[config.mk]
export PLATFORM = sky130hd
export DESIGN_NAME = sig_collector
export DESIGN_NICKNAME = d
export VERILOG_FILES = /design/src/rtl/sig_collector.sv
export SDC_FILE = /design/constraint.sdc
export NUM_CORES = 1
export LEC_CHECK = 0
export ABC_AREA = 1
export CAP_MARGIN = 20
export CELL_PAD_IN_SITES_DETAIL_PLACEMENT = 1
export CELL_PAD_IN_SITES_GLOBAL_PLACEMENT = 1
export CORE_MARGIN = 2
export CORE_UTILIZATION = 33
export CTS_CLUSTER_DIAMETER = 200
export DETAILED_ROUTE_END_ITERATION = 16
export PLACE_DENSITY = 0.83
export SKIP_LAST_GASP = 1
export SLEW_MARGIN = 15
export SYNTH_ARGS = -nofsm -noshare
export SYNTH_HDL_FRONTEND = slang
export SYNTH_SLANG_ARGS = --single-unit
[constraint.sdc]
create_clock -name i_clk -period 2.25 [get_ports i_clk]
set_clock_uncertainty 0.05 [all_clocks]
set_input_delay 0.45 -clock i_clk [delete_from_list [all_inputs] [get_ports i_clk]]
set_output_delay 0.45 -clock i_clk [all_outputs]
set_load 0.005 [all_outputs]
[src/rtl/sig_collector.sv]
// sig_collector: gathers discrete asynchronous signals back into a bus word.
// Each input is synchronised, per-bit sticky change flags are latched, and a
// maskable interrupt is raised. Registers are reached over Wishbone-classic.
module sig_collector #(
  parameter int SH = 7,
  parameter int SL = 0,
  parameter int BW = 32
) (
  input  logic          i_clk,
  input  logic          i_reset,
  input  logic [SH:SL]  i_sig,
  input  logic          i_wb_cyc,
  input  logic          i_wb_stb,
  input  logic          i_wb_we,
  input  logic [1:0]    i_wb_addr,
  input  logic [BW-1:0] i_wb_data,
  output logic [BW-1:0] o_wb_data,
  output logic          o_wb_ack,
  output logic          o_irq
);

  typedef enum logic {
    FILL = 1'b0,
    RUN  = 1'b1
  } state_t;

  state_t       state, state_nx;
  logic [1:0]   fill_cnt, fill_cnt_nx;

  logic [SH:SL] sync1, sync2, prev;
  logic [SH:SL] flags, mask;
  logic [SH:SL] set_bits, clr_bits;
  logic         req, wr_flags, wr_mask;
  logic [BW-1:0] rd_word;

  // Only bits [SH:SL] of the write data are meaningful; the rest is dropped.
  logic unused_wdata;
  assign unused_wdata = ^i_wb_data;

  // Two-flop synchroniser, plus a copy of the previous synchronised value for edge detection.
  always_ff @(posedge i_clk or posedge i_reset) begin
    if (i_reset) begin
      sync1 <= '0;
      sync2 <= '0;
      prev  <= '0;
    end else begin
      sync1 <= i_sig;
      sync2 <= sync1;
      prev  <= sync2;
    end
  end

  // State register for the start-up fill sequencer.
  always_ff @(posedge i_clk or posedge i_reset) begin
    if (i_reset) begin
      state    <= FILL;
      fill_cnt <= 2'd0;
    end else begin
      state    <= state_nx;
      fill_cnt <= fill_cnt_nx;
    end
  end

  // Stay in FILL until both sync stages and prev hold real post-reset samples,
  // so inputs already high at reset do not look like edges.
  always_comb begin
    state_nx    = state;
    fill_cnt_nx = fill_cnt;
    case (state)
      FILL: begin
        if (fill_cnt == 2'd2) begin
          state_nx = RUN;
        end else begin
          fill_cnt_nx = fill_cnt + 2'd1;
        end
      end
      RUN: begin
        state_nx = RUN;
      end
      default: begin
        state_nx = FILL;
      end
    endcase
  end

  // Decode a bus request and the write strobes / set-clear vectors it produces.
  always_comb begin
    req      = i_wb_cyc & i_wb_stb & ~o_wb_ack;
    wr_flags = req & i_wb_we & (i_wb_addr == 2'd1);
    wr_mask  = req & i_wb_we & (i_wb_addr == 2'd2);
    clr_bits = wr_flags ? i_wb_data[SH:SL] : '0;
    set_bits = (state == RUN) ? (sync2 ^ prev) : '0;
  end

  // Sticky change flags with W1C; a new edge in the clearing cycle still sets the flag.
  always_ff @(posedge i_clk or posedge i_reset) begin
    if (i_reset) begin
      flags <= '0;
    end else begin
      flags <= (flags & ~clr_bits) | set_bits;
    end
  end

  // Interrupt mask register.
  always_ff @(posedge i_clk or posedge i_reset) begin
    if (i_reset) begin
      mask <= '0;
    end else if (wr_mask) begin
      mask <= i_wb_data[SH:SL];
    end
  end

  // Read multiplexer; bits outside [SH:SL] and the unused address always read 0.
  always_comb begin
    rd_word = '0;
    case (i_wb_addr)
      2'd0:    rd_word[SH:SL] = sync2;
      2'd1:    rd_word[SH:SL] = flags;
      2'd2:    rd_word[SH:SL] = mask;
      default: rd_word = '0;
    endcase
  end

  // Registered acknowledge, read data and interrupt.
  always_ff @(posedge i_clk or posedge i_reset) begin
    if (i_reset) begin
      o_wb_ack  <= 1'b0;
      o_wb_data <= '0;
      o_irq     <= 1'b0;
    end else begin
      o_wb_ack  <= req;
      o_wb_data <= (req && !i_wb_we) ? rd_word : '0;
      o_irq     <= |(flags & mask);
    end
  end

endmodule
# Yosys cells after proc, flatten, opt, wreduce, memory -nomap -nowiden

Index checks and enable logic that the tools add are counted.

Register bits after elaboration: 53
Bits of input ports: 47
Logic and storage cells: 38
Output and inout port bits: 34

Equal/unequal tests: 3
Reduce and logical (&&, ||, !) cells: 5
Muxes and demuxes: 6
Bitwise gates (word level): 13
$add $sub $neg: 1

Operators by type and width:

| operator            | count |
|---|---|
| $mux 8              | 3 |
| $pmux 8 s3          | 1 |
| $and 8x8->8         | 2 |
| $not 8->8           | 1 |
| $or 8x8->8          | 1 |
| $reduce_or 8->1     | 1 |
| $xor 8x8->8         | 1 |
| $and 1x1->1         | 5 |
| $eq 2x2->1 const B  | 2 |
| $not 1->1           | 3 |
| $add 2x1->2 const B | 1 |
| $eq 2x1->1 const B  | 1 |
| $logic_not 2->1     | 1 |
| $pmux 1 s2          | 1 |
| $reduce_and 2->1    | 1 |
| $logic_and 1x1->1   | 1 |
| $logic_not 1->1     | 1 |
| $mux 1              | 1 |

# Longest topological paths before layout

Gate-level depths: netlist of run 1.

Depth in word-level cells: 8
Depth in mapped cells: 7

# Worst setup path after synthesis of run 1

OpenSTA, ideal clock, no wires.

Path kind: input port to flip-flop
Start: input i_wb_cyc
End: register mask[3] (netlist name)
Data arrival time: 1.119 ns
Setup slack: 0.964 ns
Cell stages on the path: 6
Cell sequence: nand2_1 -> nor2_4 -> nand3_4 -> buf_6 -> nand2_2 -> o21ai_2

Longest elaborated chain between the ends: 4

RTL lines:

| item                     | RTL line | text |
|---|---|---|
| from (decl)              | 12       | `input logic i_wb_cyc,` |
| $and 1x1->1 (2 in a row) | 88       | `req = i_wb_cyc & i_wb_stb & ~o_wb_ack;` |
| named net req            | 33       | `logic req, wr_flags, wr_mask;` |
| $and 1x1->1 (2 in a row) | 90       | `wr_mask = req & i_wb_we & (i_wb_addr == 2'd2);` |
| to (signal assigned)     | 109      | `mask <= i_wb_data[SH:SL];` |
| to (decl)                | 31       | `logic [SH:SL] flags, mask;` |

The timed path passes the listed nets, and every way through them passes these cells.
A chain may end at the register's enable or synchronous reset.

# Final worst setup path of run 1

Start: register o_wb_ack
End: output o_wb_ack

RTL lines:

| item                   | RTL line | text |
|---|---|---|
| from (decl)            | 18       | `output logic o_wb_ack,` |
| from (signal assigned) | 131      | `o_wb_ack <= req;` |

No word-level cell between the ends.

==> results.md, run 1 <==
| Result | This run |
| --- | --- |
| Global route total overflow | 0 |
| Drt drc | 0 |
| Number of top-level pins | 81 |
| Post-Place Cells | 343 |
| Die width | 87.0 um |
| Count of buffering cells on the critical path with inverters included | 1 |
| Final max-slew violation count | 0 |
| Area share of the largest cell type after synthesis | 58.4% |
| Total area of multi-input combinational cells | 737 um^2 |
| Per-cell via count in the routed design | 4.48 |
| Hold_buf cts | 0 |
| Routability cong. | 0.784 |
| Floorplan die area | 7570 um^2 |
| Sort of element at the start of the critical path | flip-flop |
| Placement Setup Slack | 365 ps |
| Dominant cells by area after synthesis | sky130_fd_sc_hd__dfrtp_1, sky130_fd_sc_hd__nand2_1, sky130_fd_sc_hd__buf_4 |
| Number of synthesis warnings | 0 |
| Via Count | 1,574 |
| Type of the worst min-delay path | flip-flop to flip-flop |
| Worst path arrival time | 1270 ps |
| Post-route non-filler standard cell count | 351 |
| Parity-gate share of the synthesized area counting xor and xnor cells | 0.385% |
| Final worst-path cycle share | 78.5% |
| Total negative slack | 0 ps |
| Max-capacitance violation count | 0 |
| H-tree levels | 2 |
| Number of antenna violations at the first check in global routing | 0 |
| Worst-path clk slew | 90 ps |
| Simple-gate area share of the yosys netlist | 24.2% |
| Unrepaired setup endpoints after global routing | false |
| Filler cell count in the final layout | 785 |
| Ratio of cells with drive above 1 in the final layout | 13.7% |
| Core footprint | 6720 um^2 |
| Worst setup slack after layout | 485 ps |
| Final ANT Viol Nets | 0 |
| End-of-flow core utilization | 40.2% |
| Clk sinks | 53 |
| Overall fraction of global-route tracks in use | 13.5% |
| Wire length of the first global-routing pass | 7.82 mm |
| Antenna diode instance count | 0 |
| Routed length per instance | 13.1 um |
| Result of the run | complete, no violations |
| Clock period minus worst slack | 1770 ps |
| Number of input and output port buffers inserted | 32 |
| Total standard cell area after synthesis | 2270 um^2 |
| Kind of cell adding the most delay to the critical path | buffers and inverters |
| Post-CTS Setup Repair Bufs | 0 |
| Adder-cell area share of the yosys netlist | 0.551% |
| Standard cell area after detailed placement | 2620 um^2 |
| Leading cell type in the layout, fill and taps excluded | sky130_fd_sc_hd__nand2_1 |
| Endpoints failing hold | 0 |
| Maximum vdd ir drop | 0.000242 V |
| Resized cells post-CTS | 0 |
| Post-synthesis instance total | 230 |
| Mapped Avg Cell Area | 9.88 um^2 |
| Iter 0 DRT Violations | 85 |
| Required time at the endpoint of the critical path | 1750 ps |
| Cell type of the slowest stage on the worst timing path | sky130_fd_sc_hd__clkdlybuf4s50_1 |
| Number of setup violations in the final report | 0 |
| Share of the yosys chip area belonging to registers | 58.4% |
| Via count of the first global-routing pass | 1,648 |
| Power density over the cells | 674 nW/um^2 |
| Total number of nets in the final design | 318 |
| Total half-perimeter wirelength after legalization and detailed placement | 3.18 mm |
| Dominant cell type by area after synthesis | sky130_fd_sc_hd__dfrtp_1 |
| Area added between synthesis and finish | 18.8% |
| Maximum buffer depth of the clock tree | 2 |
| Delay contributed by the slowest stage of the critical path | 530 ps |
| Leading cell types in the layout, fill and taps excluded | sky130_fd_sc_hd__nand2_1, sky130_fd_sc_hd__dfrtp_1, sky130_fd_sc_hd__clkdlybuf4s50_1 |
| Largest net degree at the start of global routing | 54 |
| Total iterations of the first detailed-routing run | 4 |
| Yosys reg bits | 53 |
| Clock tree from TritonCTS | built |
| Endpoint class of the critical path | primary output |
| Number of placement rows | 30 |
| Setup Crit Path Kind | flip-flop to primary output |
| Maximum achievable frequency | 0.567 GHz |
| Dominant combinational cell family by area after synthesis | simple AND/OR/NAND/NOR gates |
| Initial Utilization | 33.8% |
| Wire length reported by the detailed router | 4.58 mm |
| Final non-filler cell area | 2700 um^2 |
| Post-synthesis compound-gate area fraction | 3.30% |
| Share of cell area taken by muxes after synthesis | 0% |
| Maximum fanout along the worst path | 3 |
| Total CTS buffers | 5 |
| CTS root buffer | sky130_fd_sc_hd__clkbuf_8 |
| Library cells used by synthesis | 21 |
| Cell Chain, Critical Path | clkdlybuf4s50_1 |
| Clock latency at the later pin of the worst-skew pair | 300 ps |
| Die outline height | 87.0 um |
| Static leakage power | 1.34 nW |
| Area of all sequential standard cells | 1330 um^2 |
==> cells by family (layout without fill, tap and decap cells) <==
family | Yosys count | after routing
compound gates | 9 | 9
xor+xnor | 1 | 1
fa+ha+maj | 1 | 1
buf+inv | 49 | 67
flops | 53 | 53
other cells | 1 | 24
simple gates | 116 | 116
==> path summary, 6_finish.rpt <==
check / start / end / slack (ps) / cells past startpoint
worst min-delay path: sync1[2]$_DFF_PP0_ / sync2[2]$_DFF_PP0_ / 310 / 0
worst max-delay path: o_wb_ack$_DFF_PP0_ / o_wb_ack / 480 / 1
worst min register to register: sync1[2]$_DFF_PP0_ / sync2[2]$_DFF_PP0_ / 310 / 0
worst max register to register: o_wb_ack$_DFF_PP0_ / mask[1]$_DFFE_PP0P_ / 1060 / 4
max in group asynchronous: i_reset / mask[2]$_DFFE_PP0P_ / 1460 / 3
min in group asynchronous: i_reset / sync1[0]$_DFF_PP0_ / 460 / 3
==> state kept, by name, summed over array words and instances, names as in the netlist, 2 cells and up <==
name       count
o_wb_data      8
flags          8
sync1          8
prev           8
mask           8
fill_cnt       2
sync2          8
==> worst register-to-register path, delay by kind of cell (launching register included) <==
family,cells,cell delay (ps)
compound gates,1,60
flops,1,440
simple gates,3,530
==> final cells by class <==
type,count,area share (%)
clock buffers,8,2.97
repair buffers,38,14.0
well taps,80,3.71
inverters,21,2.92
flip-flops and latches,53,49.1
multi-input cells,151,27.3
==> synthesized netlist by cell type (all sizes together) <==
cell	count
nand4	10
nor2	5
nand3	17
conb	1
clkbuf	2
xor2	1
or2	9
dfrtp	53
ha	1
buf	26
nor3	1
nand2	74
o21ai	9
inv	21
==> routing by layer <==
layer	vias up	wire [um]	global-route usage (%)
li1	746	-	-
met1	776	1970	16.8
met2	44	2290	22.4
met3	8	248	3.98
met4	0	74	4.55
met5	-	0	0
==> power breakdown <==
group | switching (mW) | total (mW) | internal [mW] | leakage, nW
sequential | 0.0427 | 1.06 | 1.01 | 0.617
combinational | 0.127 | 0.243 | 0.116 | 0.687
clock | 0.298 | 0.520 | 0.222 | 0.0395
==> per-stage QoR <==
step	power, mW	hold WS [ps]
final	1.82	305
after global routing	1.92	321
after CTS	1.85	309
after detailed placement	1.32	288
after global placement	1.31	282
after floorplan	1.24	281
Power figures use the tool's default switching activity.
==> inputs of run 2 (changes only) <==
Settings changed: CORE_UTILIZATION 33 to 30, PLACE_DENSITY 0.83 to 0.8.
Clock period 2.25 ns to 1.6 ns, I/O delays scaled along.
==> results.md, run 2 (synthesized netlist as in run 1, its figures left out) <==
| Result | This run | Change |
| --- | --- | --- |
| Result of the run | complete, no violations |  |
| Hold Startpoint | sync1[5]$_DFF_PP0_ |  |
| Drt drc | 0 | unchanged |
| Maximum fanout along the worst path | 2 | -1 |
| R2r setup slk | 350 ps | -710 ps |
| Delay contributed by the slowest stage of the critical path | 500 ps | -30 ps |
| Final max-slew violation count | 0 | unchanged |
| Worst path arrival time | 1170 ps | -100 ps |
| Leading cell type in the layout, fill and taps excluded | sky130_fd_sc_hd__nand2_1 |  |
| Final worst-path cycle share | 96.2% |  |
| Leading cell types in the layout, fill and taps excluded | sky130_fd_sc_hd__nand2_1, sky130_fd_sc_hd__dfrtp_1, sky130_fd_sc_hd__clkdlybuf4s50_1 |  |
| Static leakage power | 1.38 nW | +2.5% |
| Number of top-level pins | 81 | unchanged |
| Routability cong. | 0.749 | -4.5% |
| Area added between synthesis and finish | 23.0% |  |
| Area of all sequential standard cells | 1330 um^2 | unchanged |
| Count of buffering cells on the critical path with inverters included | 1 | unchanged |
| Number of input and output port buffers inserted | 32 | unchanged |
| Placement Setup Slack | -273 ps | -638 ps |
| Cell type of the slowest stage on the worst timing path | sky130_fd_sc_hd__clkdlybuf4s50_1 |  |
| Maximum vdd ir drop | 0.000346 V | +43% |
| Clock period minus worst slack | 1540 ps |  |
| Hold_buf cts | 0 | unchanged |
| Clock latency at the later pin of the worst-skew pair | 300 ps | about the same |
| Kind of cell adding the most delay to the critical path | buffers and inverters |  |
| Total design power | 2.65 mW | +46% |
| Total half-perimeter wirelength after legalization and detailed placement | 3.25 mm | +2.0% |
| Total area of multi-input combinational cells | 739 um^2 | +0.34% |
| Per-cell via count in the routed design | 4.16 | -7.3% |
| CTS root buffer | sky130_fd_sc_hd__clkbuf_8 |  |
| Number of antenna violations at the first check in global routing | 0 | unchanged |
| Iter 0 DRT Violations | 56 | -34% |
| Maximum achievable frequency | 0.650 GHz |  |
| Die outline height | 91.0 um | +4.7% |
| Post-Place Cells | 365 | +6.4% |
| Routed length per instance | 11.9 um | -8.8% |
| Total number of nets in the final design | 322 | +1.3% |
| Filler cell count in the final layout | 861 | +9.7% |
| Total CTS buffers | 5 | unchanged |
| End-of-flow core utilization | 38.3% | -1.9 points |
| Type of the worst min-delay path | flip-flop to flip-flop |  |
| Clk sinks | 53 | unchanged |
| Endpoint class of the critical path | primary output |  |
| Core footprint | 7290 um^2 | +8.5% |
| Min-Delay Endpoint | sync2[5]$_DFF_PP0_ |  |
| Required time at the endpoint of the critical path | 1230 ps | -520 ps |
| Global route total overflow | 0 | unchanged |
| Power density over the cells | 949 nW/um^2 | +41% |
| Setup Crit Path Kind | flip-flop to primary output |  |
| Ratio of cells with drive above 1 in the final layout | 16.4% | +2.7 points |
| Unrepaired setup endpoints after global routing | false |  |
| Final ANT Viol Nets | 0 | unchanged |
| Floorplan die area | 8290 um^2 | +9.5% |
| Worst-path clk slew | 90 ps | about the same |
| Initial Utilization | 31.2% | -2.7 points |
| Worst Reg2Reg Path Length in Cells | 5 | +1 |
| Antenna diode instance count | 0 | unchanged |
| Via Count | 1,554 | -1.3% |
| Via count of the first global-routing pass | 1,563 | -5.2% |
| Wire length reported by the detailed router | 4.46 mm | -2.8% |
| Endpoint of the worst-slack reg-to-reg timing path | mask[6]$_DFFE_PP0P_ |  |
| Cell Chain, Critical Path | clkdlybuf4s50_1 |  |
| Start of the worst register-to-register path | o_wb_ack$_DFF_PP0_ |  |
| Largest net degree at the start of global routing | 54 | unchanged |
| Overall fraction of global-route tracks in use | 11.6% | -1.9 points |
| Wire length of the first global-routing pass | 7.60 mm | -2.7% |
| Total iterations of the first detailed-routing run | 4 | unchanged |
| Worst setup slack after layout | 61.0 ps | -424 ps |
| Number of setup violations in the final report | 0 | unchanged |
| Number of placement rows | 31 | +3.3% |
| Total negative slack | 0 ps | unchanged |
| Die width | 91.0 um | +4.7% |
| Cell count of the worst hold path | 0 | unchanged |
| H-tree levels | 2 | unchanged |
| Maximum buffer depth of the clock tree | 2 | unchanged |
| Clock tree from TritonCTS | built |  |
| Sort of element at the start of the critical path | flip-flop |  |
| Endpoints failing hold | 0 | unchanged |
| Max-capacitance violation count | 0 | unchanged |
| Post-route non-filler standard cell count | 374 | +6.6% |
run 2: cell count changes in the layout (fill, tap and decap cells not counted):
cell	change
sky130_fd_sc_hd__clkinvlp_4	+1
sky130_fd_sc_hd__buf_12	+1
sky130_fd_sc_hd__nor2_1	-1
sky130_fd_sc_hd__nor2_2	+1
sky130_fd_sc_hd__clkbuf_8	+2
sky130_fd_sc_hd__clkbuf_1	-3
sky130_fd_sc_hd__inv_2	-1
sky130_fd_sc_hd__clkinv_2	+1
sky130_fd_sc_hd__buf_4	+3
run 2: final cells by class:
type	count	area share, %
repair buffers	42	15.0
inverters	21	2.96
flip-flops and latches	53	47.5
clock inverters	1	0.179
clock buffers	7	3.45
well taps	99	4.43
multi-input cells	151	26.5
run 2: what timing repair did:
item | in CTS | in global routing
setup buffers | 1 | 0
hold endpoints to repair | 0 | 0
pin swaps | 0 | 0
endpoints found under the setup margin | 1 | 8
gates resized for setup | 0 | 1
run 2: power breakdown:
group | total [mW] | internal (mW) | switching [mW]
Combinational | 0.354 | 0.173 | 0.181
Clock | 0.812 | 0.392 | 0.420
Sequential | 1.48 | 1.43 | 0.0584
Total | 2.65 | 1.99 | 0.660
run 2: how the worst max path moves through the flow:
| stage | startpoint | endpoint | slack, ps | cells past startpoint |
|---|---|---|---|---|
| 2_1_floorplan | o_wb_ack$_DFF_PP0_ | mask[3]$_DFFE_PP0P_ | 410 | 5 |
| 3_3_place_gp | i_wb_addr[1] | o_wb_data[2]$_DFF_PP0_ | -210 | 6 |
| 3_5_place_dp | i_wb_addr[1] | o_wb_data[3]$_DFF_PP0_ | -270 | 6 |
| 4_1_cts | o_wb_ack$_DFF_PP0_ | o_wb_ack | 40 | 1 |
| 5_1_grt | o_wb_ack$_DFF_PP0_ | o_wb_ack | 3 | 1 |
| 6_report | o_wb_ack$_DFF_PP0_ | o_wb_ack | 60 | 1 |
run 2: layer usage:
metal  wire [um]  part of all wire [%]  track usage, %  vias to the layer above
met4          53                   1.2            4.17                        0
met5           0                     0               0                        -
met3         179                   4.0            2.99                        5
met2        2220                    50            18.9                       34
met1        2000                    45            15.0                      758
li1            -                     -               -                      757
run 2: through the flow:
step / hold slack, ps / cell area, um^2
after floorplan: 281 / 2360
after global placement: 282 / 2680
after detailed placement: 286 / 2680
after CTS: 308 / 2790
after global routing: 315 / 2790
final: 298 / 2790
